## config.mk

```make
export PLATFORM = sky130hd
export DESIGN_NAME = game_sequencer
export DESIGN_NICKNAME = d
export VERILOG_FILES = /design/src/rtl/game_sequencer.sv
export SDC_FILE = /design/constraint.sdc
export NUM_CORES = 1
export LEC_CHECK = 0
export CAP_MARGIN = 20
export CORE_UTILIZATION = 58
export CTS_CLUSTER_DIAMETER = 120
export DETAILED_ROUTE_END_ITERATION = 6
export GPL_ROUTABILITY_DRIVEN = 0
export PLACE_DENSITY = 0.95
export SYNTH_ARGS = -nofsm -noshare
export SYNTH_HDL_FRONTEND = slang
export SYNTH_SLANG_ARGS = --single-unit
export TNS_END_PERCENT = 20
```

## constraint.sdc

```tcl
create_clock -name clk -period 6.9 [get_ports clk]
set_clock_uncertainty 0.1 [all_clocks]
set_input_delay 2.07 -clock clk [delete_from_list [all_inputs] [get_ports clk]]
set_output_delay 2.07 -clock clk [all_outputs]
set_load 0.05 [all_outputs]
```

## src/rtl/game_sequencer.sv

```systemverilog
// Game-flow controller: IDLE/RUN/DYING/OVER sequencing, BCD score and high score,
// speed level, and the freeze/spawn/start/over controls for the datapath blocks.
`timescale 1ns/1ps
module game_sequencer #(
  parameter int SCORE_DIV     = 6,
  parameter int DEATH_TICKS   = 30,
  parameter int LOCKOUT_TICKS = 30,
  parameter int MAX_SPEED     = 7
) (
  input  logic        clk,
  input  logic        rst,
  input  logic        i_game_tick,
  input  logic        i_button_up,
  input  logic        i_collision,
  output logic [1:0]  o_state,
  output logic [15:0] o_score,
  output logic [15:0] o_high_score,
  output logic [2:0]  o_speed,
  output logic        o_spawn_en,
  output logic        o_freeze,
  output logic        o_start_pulse,
  output logic        o_over_pulse
);

  localparam logic [1:0] ST_IDLE  = 2'd0;
  localparam logic [1:0] ST_RUN   = 2'd1;
  localparam logic [1:0] ST_DYING = 2'd2;
  localparam logic [1:0] ST_OVER  = 2'd3;

  localparam logic [5:0] SCORE_LAST = 6'(SCORE_DIV - 1);
  localparam logic [5:0] DEATH_LAST = 6'(DEATH_TICKS - 1);
  localparam logic [5:0] LOCK_DONE  = 6'(LOCKOUT_TICKS);
  localparam logic [2:0] SPEED_MAX  = 3'(MAX_SPEED);

  logic [1:0]  state_reg, state_next;
  logic [15:0] score_reg, score_next;
  logic [15:0] high_reg, high_next;
  logic [2:0]  speed_reg, speed_next;
  logic [5:0]  cnt_reg, cnt_next;
  logic        btn_prev_reg;
  logic        start_reg, start_next;
  logic        over_reg, over_next;
  logic        freeze_reg, spawn_reg;

  logic        press;
  logic [15:0] score_inc;
  logic [4:0]  carry;

  assign press = i_button_up & ~btn_prev_reg;

  // Ripple BCD incrementer; carry[2] marks a x00 rollover, carry[4] means the score is 9999.
  assign carry[0] = 1'b1;
  generate
    for (genvar gi = 0; gi < 4; gi++) begin : g_digit
      logic [3:0] digit;
      assign digit = score_reg[gi*4 +: 4];
      assign score_inc[gi*4 +: 4] = carry[gi] ? ((digit == 4'd9) ? 4'd0 : digit + 4'd1) : digit;
      assign carry[gi+1] = carry[gi] & (digit == 4'd9);
    end
  endgenerate

  always_comb begin
    state_next = state_reg;
    score_next = score_reg;
    high_next  = high_reg;
    speed_next = speed_reg;
    cnt_next   = cnt_reg;
    start_next = 1'b0;
    over_next  = 1'b0;
    case (state_reg)
      ST_IDLE: begin
        if (press) begin
          state_next = ST_RUN;
          score_next = 16'h0000;
          speed_next = 3'd0;
          cnt_next   = 6'd0;
          start_next = 1'b1;
        end
      end
      ST_RUN: begin
        if (i_collision) begin
          state_next = ST_DYING;
          cnt_next   = 6'd0;
        end else if (i_game_tick) begin
          if (cnt_reg >= SCORE_LAST) begin
            cnt_next = 6'd0;
            if (!carry[4]) begin
              score_next = score_inc;
              if (carry[2] && (speed_reg < SPEED_MAX))
                speed_next = speed_reg + 3'd1;
            end
          end else begin
            cnt_next = cnt_reg + 6'd1;
          end
        end
      end
      ST_DYING: begin
        if (i_game_tick) begin
          if (cnt_reg >= DEATH_LAST) begin
            state_next = ST_OVER;
            cnt_next   = 6'd0;
            over_next  = 1'b1;
            if (score_reg > high_reg)
              high_next = score_reg;
          end else begin
            cnt_next = cnt_reg + 6'd1;
          end
        end
      end
      default: begin
        // OVER: the counter doubles as the restart lockout timer.
        if (press && (cnt_reg >= LOCK_DONE)) begin
          state_next = ST_RUN;
          score_next = 16'h0000;
          speed_next = 3'd0;
          cnt_next   = 6'd0;
          start_next = 1'b1;
        end else if (i_game_tick && (cnt_reg < LOCK_DONE)) begin
          cnt_next = cnt_reg + 6'd1;
        end
      end
    endcase
  end

  always_ff @(posedge clk) begin
    if (rst) begin
      state_reg    <= ST_IDLE;
      score_reg    <= 16'h0000;
      high_reg     <= 16'h0000;
      speed_reg    <= 3'd0;
      cnt_reg      <= 6'd0;
      btn_prev_reg <= 1'b0;
      start_reg    <= 1'b0;
      over_reg     <= 1'b0;
      freeze_reg   <= 1'b1;
      spawn_reg    <= 1'b0;
    end else begin
      state_reg    <= state_next;
      score_reg    <= score_next;
      high_reg     <= high_next;
      speed_reg    <= speed_next;
      cnt_reg      <= cnt_next;
      btn_prev_reg <= i_button_up;
      start_reg    <= start_next;
      over_reg     <= over_next;
      freeze_reg   <= (state_next != ST_RUN);
      spawn_reg    <= (state_next == ST_RUN);
    end
  end

  assign o_state       = state_reg;
  assign o_score       = score_reg;
  assign o_high_score  = high_reg;
  assign o_speed       = speed_reg;
  assign o_spawn_en    = spawn_reg;
  assign o_freeze      = freeze_reg;
  assign o_start_pulse = start_reg;
  assign o_over_pulse  = over_reg;

endmodule

```

After elaboration in Yosys (flattened, before gate mapping)
Index checks and enable logic that the tools add are counted.
{"block": "totals", "regBits": 48, "output_inout_bits": 41, "elab_cells": 107}
{"block": "classes", "addsub": 6, "n_lt_le_gt_ge": 6, "eq_ne": 19, "n_mux": 41, "bitwise_logic": 7, "n_reduce_logical": 15}
{"op": "$mux W16", "count": 6}
{"op": "$mux W6", "count": 8}
{"op": "$pmux W16 S3", "count": 1}
{"op": "$reduce_and A8 Y1", "count": 4}
{"op": "$mux W4", "count": 7}
{"op": "$mux W3", "count": 7}
{"op": "$ne A2 B2 Y1 const B", "count": 10}
{"op": "$pmux W6 S3", "count": 1}
{"op": "$add A4 B1 Y4 const B", "count": 4}
{"op": "$eq A4 B4 Y1 const B", "count": 4}
{"op": "$gt A16 B16 Y1", "count": 1}
{"op": "$ge A6 B5 Y1 const B", "count": 2}
{"op": "$mux W2", "count": 5}
{"op": "$pmux W3 S3", "count": 1}
{"op": "$reduce_and A4 Y1", "count": 2}
{"op": "$reduce_and A7 Y1", "count": 1}
{"op": "$add A6 B1 Y6 const B", "count": 1}
{"op": "$ge A6 B3 Y1 const B", "count": 1}
{"op": "$lt A6 B5 Y1 const B", "count": 1}
{"op": "$pmux W2 S3", "count": 1}
{"op": "$reduce_bool A5 Y1", "count": 1}
{"op": "$and A1 B1 Y1", "count": 4}
{"op": "$eq A2 B1 Y1 const B", "count": 2}
{"op": "$add A3 B1 Y3 const B", "count": 1}
{"op": "other kinds (12)", "count": 18}

Logic depth before layout (Yosys ltp)
{"block": "depth", "depth_word": 9, "mapped_depth": 10, "depth_no_buf": 8}

Worst setup path before layout
OpenSTA, ideal clock, no wires.
{"block": "synth_timing", "path_type": "input -> register", "start": "input i_button_up", "end": "register score_reg[3], in the netlist o_score[3]", "setup_time_ns": 0.069, "arrival_ns": 3.341, "required_time_ns": 6.731, "path_slack_ns": 3.390, "cell_stages": 6, "cell_sequence": "nor2b_1 > o21ai_1 > a21oi_1 > nand3_1 > or4_1 > o21ai_1"}
{"block": "synth_via", "elab_chain_cells": 4}
{"item": "start, declared", "line": "13", "rtl": "input logic i_button_up,"}
{"item": "$and A1 B1 Y1 (*)", "line": "49", "rtl": "assign press = i_button_up & ~btn_prev_reg;"}
{"item": "$logic_and A1 B1 Y1", "line": "112", "rtl": "if (press && (cnt_reg >= LOCK_DONE)) begin"}
{"item": "$reduce_bool A3 Y1 (no line)"}
{"item": "$reduce_and A7 Y1 (no line) (*)"}
{"item": "end signal, assigned", "line": "139", "rtl": "score_reg <= score_next;"}
{"item": "end, declared", "line": "36", "rtl": "logic [15:0] score_reg, score_next;"}
Every way passes the cells marked *; elsewhere a longest branch is shown, timed or not.
A chain may end at the register's enable or synchronous reset.

Worst setup path after layout
Same ends and word-level chain as after synthesis.

==> flow_summary.json <==
{
  "ys.flop_type": "dfxtp_1",
  "worst-path-buf-inv": 1,
  "synth-edff-count": 0,
  "slowest_delay_ns": 0.52,
  "antenna_found_initial": 0,
  "clockRootBuffer": "clkbuf_8",
  "rows": 25,
  "nFillCells": 350,
  "path_clk_slew_ns": 0.09,
  "coreArea_mm2": 0.00472,
  "relSlewSlack_pct": 31.7,
  "muxShareOfSynthArea_pct": 5.27,
  "worst_path_max_delay_cell": "or4_1",
  "startpoint_type": "input port",
  "yosys_warnings": 0,
  "worst_pin_slew_ns": 1.02,
  "synthSimpleGateAreaFrac_pct": 22.6,
  "wirelength_mm": 6.39,
  "synthTopCellsByCount": "48 x dfxtp_1, 36 x nor2_1, 33 x ha_1",
  "synth.cell_area_mm2": 0.00285,
  "numCtsBuffers": 5,
  "synth.most_common_cell": "dfxtp_1",
  "die_width_um": 72.1,
  "grt_pass1_wl_mm": 10.8,
  "ys_types": 49,
  "grt_pass1_vias": 2475,
  "synth_top_area_share_pct": 33.7,
  "areaGrowthSynthToFinish_pct": 20.3,
  "synthCells": 337,
  "vdd_drop_max_mv": 0.216,
  "die_h_um": 72.1,
  "clockBufferDepth": 2,
  "pwr_density_cell_mw_per_mm2": 276,
  "timing.rr.start": "o_score[10]",
  "postSynthAreaPerCell_um2": 8.46,
  "n_antenna_cell": 0,
  "grt_remaining_overflow": 0,
  "cp_common_cell": "o21ai_1",
  "antenna_left": 0,
  "htreeDepth": 2,
  "slew_violations": 0,
  "routedWlPerCell_um": 14.3,
  "arrival_ns": 4.14,
  "totalNegativeSetupSlack_ns": 0,
  "startpoint": "i_button_up",
  "num_vias": 2578,
  "tritoncts": "built",
  "cts_hold_buf": 0,
  "synthTopCellsByArea": "dfxtp_1 34%, ha_1 14%, mux2i_1 5.3%",
  "cpLargestDelayFamily": "simple AND/OR/NAND/NOR gates",
  "clk_latency_ns": 0.30,
  "synth_xor_area_share_pct": 1.54,
  "synthesis.nets": 375,
  "worstHoldStart": "o_high_score[3]",
  "drv_cap": 0,
  "yosysSeqAreaShare_pct": 33.7,
  "clkSinkCount": 48,
  "yosys.area_share.adder_pct": 14.5,
  "hold_viol": 0,
  "setup.worst_path.class": "input port to flip-flop",
  "yosys.area.top_type": "dfxtp_1",
  "worstSetupEndpointType": "flip-flop",
  "layout.nets": 417,
  "dieArea_mm2": 0.00520,
  "synth-seq-cells": 48,
  "layout_min_cycle_time_ns": 4.00,
  "ys_async_sr_fraction_pct": 0,
  "worstPathMaxFanout": 6,
  "drt_iter0_drc": 154,
  "required_ns": 7.03,
  "drive_gt1_share_pct": 4.49,
  "post_cts_resized": 0,
  "drc": 0,
  "setup_viol": 0,
  "p_leak_nw": 1.40,
  "path_cells": "clkdlybuf4s50_1 > nor2b_1 > o21ai_1 > a21oi_1 > nand3_1 > or4_1 > o21ai_1",
  "outcome": "complete, no violations",
  "hpwl_mm": 4.73,
  "synth_top_family_by_area": "simple AND/OR/NAND/NOR gates",
  "initial_core_util_pct": 60.4,
  "min_period_over_period_pct": 58.0,
  "grt_usage_pct": 26.0,
  "portBuffers": 45,
  "timing.hold.ws_ns": 0.420,
  "hold_path.class": "flip-flop to flip-flop",
  "rsz0062_at_grt": "no",
  "grt_max_degree": 37,
  "max_freq_ghz": 0.250,
  "synth_compound_area_share_pct": 16.7,
  "ios": 46,
  "routed_via_density": 5.78,
  "postCtsSetupRepairBufs": 0,
  "firstDrtPassIters": 4
}
kinds of logic (layout without fill, tap and decap cells):
| family | count (synthesis) | count (layout) |
|---|---|---|
| simple gates | 125 | 125 |
| buf+inv | 40 | 82 |
| mux | 15 | 15 |
| fa+ha+maj | 33 | 33 |
| xor+xnor | 5 | 5 |
| compound gates | 71 | 71 |
| flops | 48 | 48 |
cells in the final DEF (no fill, tap or decap), types with 2 or more instances in the layout:
cell             count
dfxtp_1             48
clkdlybuf4s50_1     45
nor2_1              36
ha_1                33
inv_1               28
a21oi_1             26
nand2_1             21
nand3_1             17
mux2i_1             15
o21ai_0             11
nand4_1              9
nor2b_1              6
or4_1                6
o31ai_1              5
clkbuf_8             5
and3_1               4
nand2b_1             4
nor3_1               4
nand3b_1             4
and2_1               4
o21ai_1              4
xor2_1               4
a21o_1               3
o211ai_1             3
nor4_1               3
a31o_2               3
or3_1                3
a221o_1              2
clkinv_2             2
a211oi_1             2
tightest hold or removal path, delay by kind of cell, from the launching register on:
family	cells	cell delay [ns]
simple gates	1	0.07
compound gates	1	0.07
flops	1	0.34
worst paths after layout:
check | to | slack (ns) | cells past startpoint
hold reg to reg | o_high_score[3] | 0.42 | 2
setup reg to reg | o_high_score[6] | 4.06 | 7
hold / removal | o_high_score[3] | 0.42 | 2
setup / recovery | o_score[3] | 2.90 | 7
cell type report:
class                      instances  area, um2  area share (%)
multi-input combinational        249       1740            50.7
clock buffer                       6       72.6            2.12
timing repair buffer              46        458            13.4
clock inverter                     1       5.00           0.146
inverter                          29        110            3.21
tap                               67       83.8            2.44
sequential                        48        961            28.0
layer usage:
layer  part of all wire (%)  GRT usage (%)  up-vias
li1                       -              -     1282
met5                      0              0        -
met1                     44           31.8     1199
met3                    5.4           5.83       13
met4                    1.4           9.59        0
met2                     49           44.5       84
stage by stage:
stage / total power, W / worst slack, ns / instances / utilization, % / area (um2)
5_1_grt: 0.00101 / 2.74 / 446 / 72.6 / 3430
4_1_cts: 0.000943 / 2.93 / 446 / 72.6 / 3430
3_3_place_gp: 0.000773 / 2.76 / 439 / 71.0 / 3350
3_5_place_dp: 0.000787 / 2.62 / 439 / 71.0 / 3350
2_1_floorplan: 0.000673 / 3.39 / 337 / - / 2850
6_report: 0.000948 / 2.90 / 446 / 72.6 / 3430
where the power goes:
part / total (W) / internal (W) / switching [W]
combinational: 0.000460 / 0.000151 / 0.000310
clock: 0.000160 / 0.0000691 / 0.0000909
sequential: 0.000328 / 0.000299 / 0.0000290
total: 0.000948 / 0.000518 / 0.000430
(Power assumes the default switching activity.)
